[src/rtl/mmu_tlb_pkg.sv]
// Shared types for the TLB miss controller: entry layout and FSM state encoding.
// Entry field widths are the upper bound for the VPN_W/PPN_W/ASID_W module parameters.
package mmu_tlb_pkg;

  localparam int unsigned TLB_VPN_W  = 27;
  localparam int unsigned TLB_PPN_W  = 44;
  localparam int unsigned TLB_ASID_W = 16;

  typedef struct packed {
    logic                  valid;
    logic [TLB_VPN_W-1:0]  vpn;
    logic [TLB_ASID_W-1:0] asid;
    logic [TLB_PPN_W-1:0]  ppn;
  } tlb_entry_t;

  typedef enum logic [1:0] {
    IDLE      = 2'd0,
    WALK_REQ  = 2'd1,
    WALK_WAIT = 2'd2,
    FILL      = 2'd3
  } tlb_state_t;

endpackage

[src/rtl/tlb_cam_match.sv]
// Fully associative tag compare over all TLB entries; multiple matches resolve to the lowest index.
module tlb_cam_match
  import mmu_tlb_pkg::*;
#(
  parameter  int unsigned ENTRIES = 8,
  localparam int unsigned IDX_W   = $clog2(ENTRIES)
) (
  input  logic [ENTRIES-1:0]    ent_valid,
  input  logic [TLB_VPN_W-1:0]  ent_vpn  [ENTRIES],
  input  logic [TLB_ASID_W-1:0] ent_asid [ENTRIES],
  input  logic [TLB_VPN_W-1:0]  vpn,
  input  logic [TLB_ASID_W-1:0] asid,
  output logic                  hit,
  output logic [IDX_W-1:0]      idx
);

  // Scan high to low so the last match written is the lowest index.
  always_comb begin
    hit = 1'b0;
    idx = '0;
    for (int i = int'(ENTRIES) - 1; i >= 0; i--) begin
      if (ent_valid[IDX_W'(i)] && (ent_vpn[IDX_W'(i)] == vpn) && (ent_asid[IDX_W'(i)] == asid)) begin
        hit = 1'b1;
        idx = IDX_W'(i);
      end
    end
  end

endmodule

[src/rtl/tlb_miss_ctrl.sv]
// TLB lookup with page-table-walk miss handling, victim fill and pseudoLRU hooks.
// Optional TLB_PERF_CNT_EN adds 32-bit hit/miss counters (hit_cnt_o, miss_cnt_o).
module tlb_miss_ctrl
  import mmu_tlb_pkg::*;
#(
  parameter  int unsigned ENTRIES = 8,
  parameter  int unsigned VPN_W   = 27,
  parameter  int unsigned PPN_W   = 44,
  parameter  int unsigned ASID_W  = 16,
  localparam int unsigned IDX_W   = $clog2(ENTRIES)
) (
  input  logic              clk_i,
  input  logic              rst_i,
  input  logic              lu_valid_i,
  output logic              lu_ready_o,
  input  logic [VPN_W-1:0]  lu_vpn_i,
  input  logic [ASID_W-1:0] lu_asid_i,
  output logic              rsp_valid_o,
  output logic [PPN_W-1:0]  rsp_ppn_o,
  output logic              rsp_error_o,
  output logic              ptw_req_valid_o,
  input  logic              ptw_req_ready_i,
  output logic [VPN_W-1:0]  ptw_req_vpn_o,
  input  logic              ptw_resp_valid_i,
  input  logic [PPN_W-1:0]  ptw_resp_ppn_i,
  input  logic              ptw_resp_error_i,
  output logic              plru_hit_o,
  output logic [IDX_W-1:0]  plru_idx_o,
  input  logic [IDX_W-1:0]  plru_repl_idx_i,
  input  logic              flush_i
`ifdef TLB_PERF_CNT_EN
  ,
  output logic [31:0]       hit_cnt_o,
  output logic [31:0]       miss_cnt_o
`endif
);

  tlb_state_t            state, state_n;
  tlb_entry_t            entries [ENTRIES];
  logic [VPN_W-1:0]      req_vpn;
  logic [ASID_W-1:0]     req_asid;
  logic                  lu_pend;
  logic [PPN_W-1:0]      fill_ppn;
  logic                  fill_err;
  logic                  fill_drop;
  logic                  do_fill;
  logic                  accept;
  logic [IDX_W-1:0]      victim;
  logic [ENTRIES-1:0]    ent_valid;
  logic [TLB_VPN_W-1:0]  ent_vpn  [ENTRIES];
  logic [TLB_ASID_W-1:0] ent_asid [ENTRIES];
  logic                  cam_hit;
  logic [IDX_W-1:0]      cam_idx;

  assign accept        = lu_valid_i && lu_ready_o;
  assign ptw_req_vpn_o = req_vpn;

  always_comb begin
    for (int i = 0; i < int'(ENTRIES); i++) begin
      ent_valid[IDX_W'(i)] = entries[IDX_W'(i)].valid;
      ent_vpn[IDX_W'(i)]   = entries[IDX_W'(i)].vpn;
      ent_asid[IDX_W'(i)]  = entries[IDX_W'(i)].asid;
    end
  end

  tlb_cam_match #(
    .ENTRIES (ENTRIES)
  ) u_cam (
    .ent_valid (ent_valid),
    .ent_vpn   (ent_vpn),
    .ent_asid  (ent_asid),
    .vpn       (TLB_VPN_W'(req_vpn)),
    .asid      (TLB_ASID_W'(req_asid)),
    .hit       (cam_hit),
    .idx       (cam_idx)
  );

  // Lowest invalid entry wins; the pseudoLRU choice applies only when the TLB is full.
  always_comb begin
    victim = plru_repl_idx_i;
    for (int i = int'(ENTRIES) - 1; i >= 0; i--) begin
      if (!entries[IDX_W'(i)].valid) victim = IDX_W'(i);
    end
  end

  always_ff @(posedge clk_i) begin
    if (rst_i) state <= IDLE;
    else       state <= state_n;
  end

  // Lookups are not accepted during the compare cycle so a response never overlaps an accept.
  always_comb begin
    state_n         = state;
    lu_ready_o      = 1'b0;
    rsp_valid_o     = 1'b0;
    rsp_ppn_o       = '0;
    rsp_error_o     = 1'b0;
    ptw_req_valid_o = 1'b0;
    plru_hit_o      = 1'b0;
    plru_idx_o      = '0;
    do_fill         = 1'b0;
    case (state)
      IDLE: begin
        lu_ready_o = !flush_i && !lu_pend;
        if (lu_pend) begin
          if (cam_hit) begin
            rsp_valid_o = 1'b1;
            rsp_ppn_o   = PPN_W'(entries[cam_idx].ppn);
            plru_hit_o  = 1'b1;
            plru_idx_o  = cam_idx;
          end else begin
            state_n = WALK_REQ;
          end
        end
      end
      WALK_REQ: begin
        ptw_req_valid_o = 1'b1;
        if (ptw_req_ready_i) state_n = WALK_WAIT;
      end
      WALK_WAIT: begin
        if (ptw_resp_valid_i) state_n = FILL;
      end
      FILL: begin
        rsp_valid_o = 1'b1;
        state_n     = IDLE;
        if (fill_err) begin
          rsp_error_o = 1'b1;
        end else begin
          rsp_ppn_o = fill_ppn;
          if (!fill_drop && !flush_i) begin
            do_fill    = 1'b1;
            plru_hit_o = 1'b1;
            plru_idx_o = victim;
          end
        end
      end
      default: state_n = IDLE;
    endcase
  end

  // A flush seen mid-walk marks the pending fill as stale so it is answered but not cached.
  always_ff @(posedge clk_i) begin
    if (rst_i) begin
      lu_pend   <= 1'b0;
      req_vpn   <= '0;
      req_asid  <= '0;
      fill_ppn  <= '0;
      fill_err  <= 1'b0;
      fill_drop <= 1'b0;
      for (int i = 0; i < int'(ENTRIES); i++) entries[IDX_W'(i)] <= '0;
    end else begin
      lu_pend <= accept;
      if (accept) begin
        req_vpn  <= lu_vpn_i;
        req_asid <= lu_asid_i;
      end
      if ((state == WALK_WAIT) && ptw_resp_valid_i) begin
        fill_ppn <= ptw_resp_ppn_i;
        fill_err <= ptw_resp_error_i;
      end
      if (state == IDLE)                 fill_drop <= 1'b0;
      else if (flush_i && state != FILL) fill_drop <= 1'b1;
      if (flush_i) begin
        for (int i = 0; i < int'(ENTRIES); i++) entries[IDX_W'(i)].valid <= 1'b0;
      end else if (do_fill) begin
        entries[victim] <= '{valid: 1'b1,
                             vpn:   TLB_VPN_W'(req_vpn),
                             asid:  TLB_ASID_W'(req_asid),
                             ppn:   TLB_PPN_W'(fill_ppn)};
      end
    end
  end

`ifdef TLB_PERF_CNT_EN
  logic hit_evt, miss_evt;
  assign hit_evt  = (state == IDLE) && lu_pend && cam_hit;
  assign miss_evt = (state == IDLE) && lu_pend && !cam_hit;

  always_ff @(posedge clk_i) begin
    if (rst_i) begin
      hit_cnt_o  <= '0;
      miss_cnt_o <= '0;
    end else begin
      if (hit_evt)  hit_cnt_o  <= hit_cnt_o + 32'd1;
      if (miss_evt) miss_cnt_o <= miss_cnt_o + 32'd1;
    end
  end
`endif

endmodule

[config.mk]
export PLATFORM = sky130hd
export DESIGN_NAME = tlb_miss_ctrl
export DESIGN_NICKNAME = d
export VERILOG_FILES = /design/src/rtl/mmu_tlb_pkg.sv /design/src/rtl/tlb_cam_match.sv /design/src/rtl/tlb_miss_ctrl.sv
export SDC_FILE = /design/constraint.sdc
export NUM_CORES = 1
export LEC_CHECK = 0
export CAP_MARGIN = 20
export CORE_ASPECT_RATIO = 1.25
export CORE_MARGIN = 2
export CORE_UTILIZATION = 30
export CTS_CLUSTER_DIAMETER = 40
export CTS_CLUSTER_SIZE = 30
export DETAILED_ROUTE_END_ITERATION = 7
export GPL_TIMING_DRIVEN = 0
export PLACE_DENSITY_LB_ADDON = 0.1
export SYNTH_ARGS = -nofsm -noshare
export SYNTH_HDL_FRONTEND = slang
export SYNTH_HIERARCHICAL = 1
export SYNTH_SLANG_ARGS = --single-unit
[constraint.sdc]
create_clock -name clk_i -period 4.2 [get_ports clk_i]
set_clock_uncertainty 0.05 [all_clocks]
set_input_delay 0.42 -clock clk_i [delete_from_list [all_inputs] [get_ports clk_i]]
set_output_delay 0.42 -clock clk_i [all_outputs]
set_load 0.05 [all_outputs]
# ---- After elaboration in Yosys (flattened, before gate mapping)
# Memory sizes are Yosys's and may differ from the RTL's.
# Cells that the tools add are included.
dict set report op_classes {
  n_eq_ne 16
  mux 61
  bitwise 8
  n_reduce_logical 20
}
# cell n
set ops {}
lappend ops {{2-to-1 mux 44 bit} 3}
lappend ops {{equality test 27 bit} 4}
lappend ops {{2-to-1 mux 88 bit} 1}
lappend ops {{one-hot mux 44 bit (2 select lines)} 1}
lappend ops {{OR reduction 88 bit} 1}
lappend ops {{equality test 16 bit} 4}
lappend ops {{2-to-1 mux 3 bit} 13}
lappend ops {{2-to-1 mux 1 bit} 30}
lappend ops {{2-to-1 mux 2 bit} 9}
lappend ops {{logical AND 1 bit} 13}
lappend ops {{inequality test 2 bit, second input constant} 5}
lappend ops {{bitwise OR 1 bit} 8}
lappend ops {{one-hot mux 2 bit (4 select lines)} 1}
lappend ops {{one-hot mux 3 bit (2 select lines)} 1}
lappend ops {{equality test 2 bit, second input constant} 2}
lappend ops {{one-hot mux 1 bit (2 select lines)} 2}
lappend ops {{AND reduction 4 bit} 1}
lappend ops {{logical NOT 1 bit} 3}
lappend ops {{equality test 2 x 1 -> 1 bit, second input constant} 1}
lappend ops {{logical NOT 2 bit} 1}
lappend ops {{OR reduction 2 bit} 1}
dict set report word_totals {
  ff_bits 92
  ram_bits 704
  out_inout_bits 79
  n_memories 1
}
# memory words word_bits read_ports rd_ports_with_merged_regs wr line_no
set memory_table {}
lappend memory_table {entries 8 88 9 0 8 tlb_miss_ctrl.sv:39} ;# tlb_entry_t entries [ENTRIES];

# ---- Logic depth before layout (Yosys ltp)
# Gate-level depths: netlist of the first run.
# An unclocked memory read counts as a cell.
dict set report depth {
  word_depth 12
  depth_mapped 13
  depth_no_buf 9
}

# ---- Hierarchy
# The synthesis of the first run kept the hierarchy.
# module instances cells_per_inst area_per_inst_um2 seq_area_each_um2
set by_module_without_submodules {}
lappend by_module_without_submodules {tlb_miss_ctrl 1 1937 25749.7 17737.0}
lappend by_module_without_submodules {tlb_cam_match 1 283 2100.8 0.0}

# ---- Worst setup path after synthesis of the first run
# OpenSTA, ideal clock, no wires.
dict set report synth_path {
  path_type {flip-flop to flip-flop}
  from {register state[0]}
  to {memory entries[0][0] in the netlist's numbering (enable)}
  setup_ns 0.444
  arrival_ns 3.749
  required_ns 3.706
  setup_slack_ns -0.043
  path_stages_with_launch 8
  path_buffers 3
  cell_sequence {dfxtp_1 -> ha_1 -> or4b_1 -> clkbuf_1 -> nor3_2 -> clkbuf_1 -> clkbuf_1 -> a21o_1}
}
# element line_no
set synth_rtl {}
lappend synth_rtl {{start, declared} tlb_miss_ctrl.sv:38} ;# tlb_state_t state, state_n;
lappend synth_rtl {{start signal, assigned} tlb_miss_ctrl.sv:88} ;# else state <= state_n;
lappend synth_rtl {{end, declared} tlb_miss_ctrl.sv:39}

# ---- Worst setup path after layout of the first run
dict set report layout_path {
  from {register req_vpn[13] (netlist: ptw_req_vpn_o[13])}
  to {output rsp_ppn_o[42]}
}
dict set report layout_via {
  elab_chain_len 11
  word_cells_on_any_way 24
}
# element line_no
set layout_rtl {}
lappend layout_rtl {{start, declared} tlb_miss_ctrl.sv:40} ;# logic [VPN_W-1:0] req_vpn;
lappend layout_rtl {{start signal, assigned} tlb_miss_ctrl.sv:154} ;# req_vpn <= lu_vpn_i;
lappend layout_rtl {{equality test 27 bit} tlb_cam_match.sv:22} ;# if (ent_valid[IDX_W'(i)] && (ent_vpn[IDX_W'(i)] == vpn) && (ent_asid[IDX_W'(i)] == asid)) begin
lappend layout_rtl {{logical AND 1 bit (2 in a row)} tlb_cam_match.sv:22}
lappend layout_rtl {{2-to-1 mux 2 bit (3 in a row)} tlb_cam_match.sv:22}
lappend layout_rtl {{2-to-1 mux 2 bit (*)} tlb_cam_match.sv:22}
lappend layout_rtl {{named net cam_idx[0]} tlb_miss_ctrl.sv:53} ;# logic [IDX_W-1:0] cam_idx;
lappend layout_rtl {{memory read (8 x 88 bit) (*)} --}
lappend layout_rtl {{2-to-1 mux 44 bit (*)} tlb_miss_ctrl.sv:106} ;# if (cam_hit) begin
lappend layout_rtl {{2-to-1 mux 44 bit (*)} tlb_miss_ctrl.sv:105} ;# if (lu_pend) begin
lappend layout_rtl {{one-hot mux 44 bit (2 select lines) (*)} tlb_miss_ctrl.sv:102} ;# case (state)
lappend layout_rtl {{end, declared} tlb_miss_ctrl.sv:19} ;# output logic [PPN_W-1:0] rsp_ppn_o,
# The timed path passes the listed nets; every way through them passes the cells marked *.

==> run_results.csv, run 1 <==
group,metric,value,unit
run_status,status,"complete, but fails checks",
run_status,violations,"slew limit, setup timing",
setup_path,path_common_cell,"nand4_1",
drt,drtIter0Drc,1597,
global_routing,track_usage,22.2,%
sta,min_period,4.57,ns
finish,layout_common_cells,"edfxtp_1, and3_1, nand2_1",
sta,holdWs,0.236,ns
clock_tree,htree_levels,3,
setup_path,crit_slowest_cell,"mux4_2",
global_routing,grt_max_degree,53,
finish,final_cells,3850,
power,power_density,474,mW/mm²
place,post_dp_cell_area,0.0316,mm²
drt,wirelength,106000,µm
finish,drive_gt1_share,22.2,%
drt,highest_layer,"met4",
floorplanning,die_h,345,µm
synthesis,yosysWarnings,358,
sta,fmaxAchievable,219,MHz
sta,rsz0062_at_grt,"yes",
clock_tree,clk_latency,0.67,ns
sta,finalSetupViolations,45,
sta,hold_viol,0,
floorplanning,rows,124,
drt,firstDrtPassIters,5,
synthesis,synth_fp_nets,2320,
synthesis,synth_cells,2219,
setup_path,path_cells,"xnor2_1, nand4_1, nor4_4, nand4_1, nand2b_4, a21boi_4, clkbuf_16, buf_4, buf_12, mux4_2, a22oi_2, nand2_2, buf_8",
sta,finalCritPeriodShare,109,%
place,place_hpwl,72800,µm
finish,nNetsFinal,2663,
hold_path,holdCritPathClass,"in2reg",
drt,wl_met3,5820,µm
clock_tree,cts_buffers,103,
drt,wire_per_inst,27.5,µm
setup_path,setup.worst_path.start_class,"flip-flop",
floorplanning,fp.coreArea,0.0917,mm²
setup_path,critPathKind,"reg2out",
setup_path,setup.worst_path.end_class,"output pin",
sta,max-slew-margin-rel,-43.6,%
place,io_buffers,175,
setup_path,required,3.73,ns
clock_tree,tritoncts,"yes",
floorplanning,num_io_pins,176,
clock_tree,clockBufferDepth,3,
drt,viasPerCell,5.16,
finish,final_common_cell,"edfxtp_1",
global_routing,gr-total-overflow,0,
power,ir_drop,0.000286,V
clock_tree,path_clk_slew,0.05,ns
drt,drc,0,
power,p_leak,13.8,nW
synthesis,syn_area,0.0278,mm²
setup_path,cp_slowest_stage_delay,0.50,ns
floorplanning,die_area,0.0953,mm²
sta,setup_slack,-0.366,ns
global_routing,grt_pass1_vias,20600,
setup_path,path_max_fanout,11,
sta,worst_pin_slew,2.15,ns
global_routing,grt_pass1_wl,152000,µm
flow_run,cap_violations,0,
sta,drv_slew,9,
drt,wl_met2,53500,µm
floorplanning,die_width,277,µm
drt,num_vias,19900,
place,dp_cells,3612,
synthesis,syn_avg_cell_area,12.5,µm²
finish,fin_area,0.0368,mm²
global_routing,antenna_found_initial,2,
clock_tree,cts_root_buffer,"clkbuf_16",
floorplanning,start_util,30.4,%
clock_tree,cts_hold_buf,0,
finish,synthToLayoutAreaGrowth,32.0,%
drt,wl_met1,42800,µm
drt,drtAntennaViolNets,0,
setup_path,arrival,4.10,ns
clock_tree,cts_sinks,624,
place,routabilityCongestion,0.890,
==> registers in the layout, indices dropped and copies added (netlist names) <==
register and count:
lu_pend 1, fill_drop 1, req_asid 16, ptw_req_vpn_o 27, entries 532, fill_err 1
fill_ppn 44, state 2
==> repair_timing <==
| item | in CTS | in global routing |
|---|---|---|
| cloned | 3 | 3 |
| endpoints found under the hold margin | 0 | 0 |
| resized for setup | 576 | 62 |
| endpoints found under the setup margin | 236 | 185 |
| pin swaps | 40 | 28 |
| setup buffers | 29 | 15 |
==> cell type report <==
class,instances,area [µm²]
well taps,1197,1500
clock buffers,124,2760
multi-input cells,1384,10100
flip-flops and latches,624,17800
inverters,20,75.1
fillers,8720,54900
clock inverters,71,768
repair buffers,240,2660
diodes,1,2.50
plain buffers,189,1110
==> power breakdown <==
group          leakage [nW]  internal (W)  switching (W)
clock network          1.71       0.00532        0.00324
logic                  6.07      0.000578        0.00102
registers              6.02       0.00701       0.000267
==> final timing paths <==
kind / from / slack [ns] / to / cells past startpoint
max reg2reg: state[1]$_SDFFE_PP0P_ / 0.30 / entries[0][86]$_SDFFCE_PN0P_ / 8
max: ptw_req_vpn_o[13]$_SDFFE_PP0P_ / -0.37 / rsp_ppn_o[42] / 13
min reg2reg: ptw_req_vpn_o[2]$_SDFFE_PP0P_ / 0.44 / ptw_req_vpn_o[2]$_SDFFE_PP0P_ / 2
min: lu_vpn_i[2] / 0.24 / ptw_req_vpn_o[2]$_SDFFE_PP0P_ / 3
==> worst max-delay path: cells and delay by family (launching register included) <==
kind            cells  cell delay [ns]
buf+inv             4             0.63
flops               1             0.42
xor+xnor            1             0.38
simple gates        5             1.07
mux                 1             0.50
compound gates      2             0.41
==> routing by layer <==
metal	vias up	global-route usage (%)
met1	10200	27.4
met5	-	0
li1	8858	-
met4	0	8.34
met3	158	3.71
met2	680	39.1
==> stage by stage <==
| stage | utilization [%] | setup slack (ns) | total power (W) | TNS (ns) |
|---|---|---|---|---|
| floorplan | - | 0.0236 | 0.00809 | 0 |
| global placement | 33.9 | -3.21 | 0.00885 | -1248.76 |
| detailed placement | 34.5 | -2.09 | 0.00888 | -230.66 |
| CTS | 39.8 | -0.362 | 0.0176 | -12.58 |
| global route | 40.1 | -0.441 | 0.0180 | -15.83 |
| finish | 40.1 | -0.366 | 0.0174 | -13.08 |
No activity file was read; power rests on OpenSTA's default activity.
==> inputs of run 2 (changes only) <==
ABC_AREA = 0   (was unset)
CORE_MARGIN = unset   (was 2)
==> run 2 against run 1 <==
  * The flow finishes with violations (DRC, slew limit, setup timing)
  * First-iteration DRC count grew 6.4%
  * Maximum frequency fell by 0.49%
  * Via count up 0.22%
  * Flip-flop and latch count did not move
  * Combinational power barely moved
  * Setup slack worse by 0.022 ns
  * Die area is 1.3% lower
  * Non-clock buffer count fell by 3
  * Sequential power hardly changed
  * Total power fell by 0.11%
  * Core utilization about the same
  * Critical path type unchanged
  * Critical endpoint is now rsp_ppn_o[16]
==> run_results.csv, run 2 (synthesis results as in run 1) <==
group,metric,value,unit
clock_tree,htree_levels,3,
power,seqPwrFrac,41.8,%
clock_tree,path_clk_slew,0.05,ns
setup_path,required,3.73,ns
floorplanning,start_util,30.4,%
clock_tree,clockBufferDepth,3,
clock_tree,cts_sinks,624,
clock_tree,cts_hold_buf,0,
finish,regMostFlops,"entries",
finish,final_cells,3846,
setup_path,crit_slowest_cell,"edfxtp_1",
power,p_total,0.0174,W
drt,wirelength,106000,µm
sta,finalSetupViolations,46,
sta,min_period,4.59,ns
power,cellInternalPower,0.0129,W
floorplanning,die_width,275,µm
clock_tree,tritoncts,"yes",
setup_path,path_max_fanout,8,
setup_path,path_cells,"xnor2_4, nand4_1, nor4_4, nand4_1, a21boi_4, clkbuf_16, buf_12, buf_4, buf_6, mux4_2, a22oi_2, nand2_1, buf_6",
finish,nNetsFinal,2660,
place,place_hpwl,72500,µm
sta,finalCritPeriodShare,109,%
drt,drtAntennaViolNets,0,
setup_path,setup.worst_path.start_class,"flip-flop",
run_status,status,"complete, but fails checks",
setup_path,cp_num_buf_inv,5,
finish,diodes,0,
floorplanning,die_area,0.0941,mm²
power,p_switching,0.00449,W
setup_path,reg2reg_depth,9,
sta,setup_slack,-0.388,ns
hold_path,holdCritPathClass,"in2reg",
finish,final_common_cell,"edfxtp_1",
clock_tree,cts_buffers,105,
finish,largest_register_ffs,532,
drt,firstDrtPassIters,7,
global_routing,gr-total-overflow,0,
setup_path,cp.depth,13,
setup_path,setup.worst_path.end_class,"output pin",
power,p_clk_share,48.9,%
drt,wire_per_inst,27.5,µm
sta,rsz0062_at_grt,"yes",
place,io_buffers,175,
setup_path,cp_top_family,"simple AND/OR/NAND/NOR gates",
drt,num_vias,19900,
finish,layout_common_cells,"edfxtp_1, and3_1, nand2_1",
power,power_density,474,mW/mm²
place,dp_cells,3612,
drt,viasPerCell,5.17,
finish,drive_gt1_share,22.2,%
floorplanning,die_h,343,µm
drt,drtIter0Drc,1700,
sta,max-slew-margin-rel,-51.7,%
hold_path,hold_path_depth,3,
run_status,violations,"DRC, slew limit, setup timing",
setup_path,critPathKind,"reg2out",
global_routing,grt_pass1_wl,150000,µm
sta,hold_viol,0,
place,routabilityCongestion,0.866,
clock_tree,clk_latency,0.67,ns
sta,worst_pin_slew,2.27,ns
sta,drv_slew,9,
global_routing,grt_max_degree,51,
sta,fmaxAchievable,218,MHz
power,combPwrFrac,9.3,%
power,ir_drop,0.000284,V
floorplanning,num_io_pins,176,
global_routing,grt_pass1_vias,20300,
power,sw_frac_of_total,25.8,%
flow_run,cap_violations,0,
floorplanning,fp.coreArea,0.0917,mm²
global_routing,track_usage,22.6,%
setup_path,cp_slowest_stage_delay,0.47,ns
clock_tree,cts_root_buffer,"clkbuf_16",
drt,drc,11,
global_routing,antenna_found_initial,2,
floorplanning,rows,124,
setup_path,arrival,4.12,ns
finish,synthToLayoutAreaGrowth,32.0,%
power,p_leak,13.8,nW
run 2: power by group through the flow:
stage / sequential (W) / combinational (W) / clock (W)
2_1_floorplan: 0.00737 / 0.000720 / 0
3_3_place_gp: 0.00739 / 0.00146 / 0
3_5_place_dp: 0.00738 / 0.00150 / 0
4_1_cts: 0.00728 / 0.00162 / 0.00866
5_1_grt: 0.00732 / 0.00169 / 0.00892
6_report: 0.00728 / 0.00161 / 0.00852
run 2: worst min-delay path, cell delays in order:
cell and delay [ns]:
clkdlybuf4s50_1 0.40, nand2_1 0.05, a21oi_1 0.05
run 2: worst paths after layout:
kind	from	end	slack [ns]
setup / recovery	entries[0][51]$_SDFFCE_PN0P_	rsp_ppn_o[16]	-0.39
hold / removal	lu_vpn_i[1]	ptw_req_vpn_o[1]$_SDFFE_PP0P_	0.24
hold reg to reg	req_asid[13]$_SDFFE_PP0P_	req_asid[13]$_SDFFE_PP0P_	0.44
setup reg to reg	state[0]$_SDFFE_PP0P_	entries[3][59]$_SDFFCE_PN0P_	0.31
run 2: metal layers:
layer | routed length [µm] | track usage [%] | vias up
li1 | - | - | 8844
met1 | 42300 | 28.0 | 10200
met2 | 53400 | 39.0 | 727
met3 | 6060 | 3.33 | 160
met4 | 4030 | 9.21 | 2
met5 | 11 | 0 | -
run 2: through the flow:
stage / setup TNS (ns) / worst slack, ns / utilization, % / hold slack, ns / area (µm²)
after floorplan: 0 / 0.0236 / - / 0.417 / 27900
after global placement: -1270.47 / -3.39 / 33.9 / 0.442 / 31100
after detailed placement: -234.74 / -2.19 / 34.5 / 0.464 / 31600
after CTS: -13.67 / -0.395 / 39.8 / 0.206 / 36500
after global routing: -16.53 / -0.437 / 40.1 / 0.246 / 36700
final: -13.81 / -0.388 / 40.1 / 0.245 / 36700
run 2: area by class of cell:
cell class	count	area (µm²)
sequential	624	17800
tap	1197	1500
fill	8659	54900
timing repair buffer	238	2640
clock buffer	125	2820
clock inverter	72	693
buffer	188	1110
multi-input combinational	1382	10100
inverter	20	75.1
run 2: repair_timing:
| action | 4_1_cts | 5_1_grt |
|---|---|---|
| setup endpoints to repair | 219 | 141 |
| pin swaps | 40 | 33 |
| gates resized for setup | 568 | 75 |
| setup buffers | 34 | 9 |
| gates cloned | 1 | 1 |
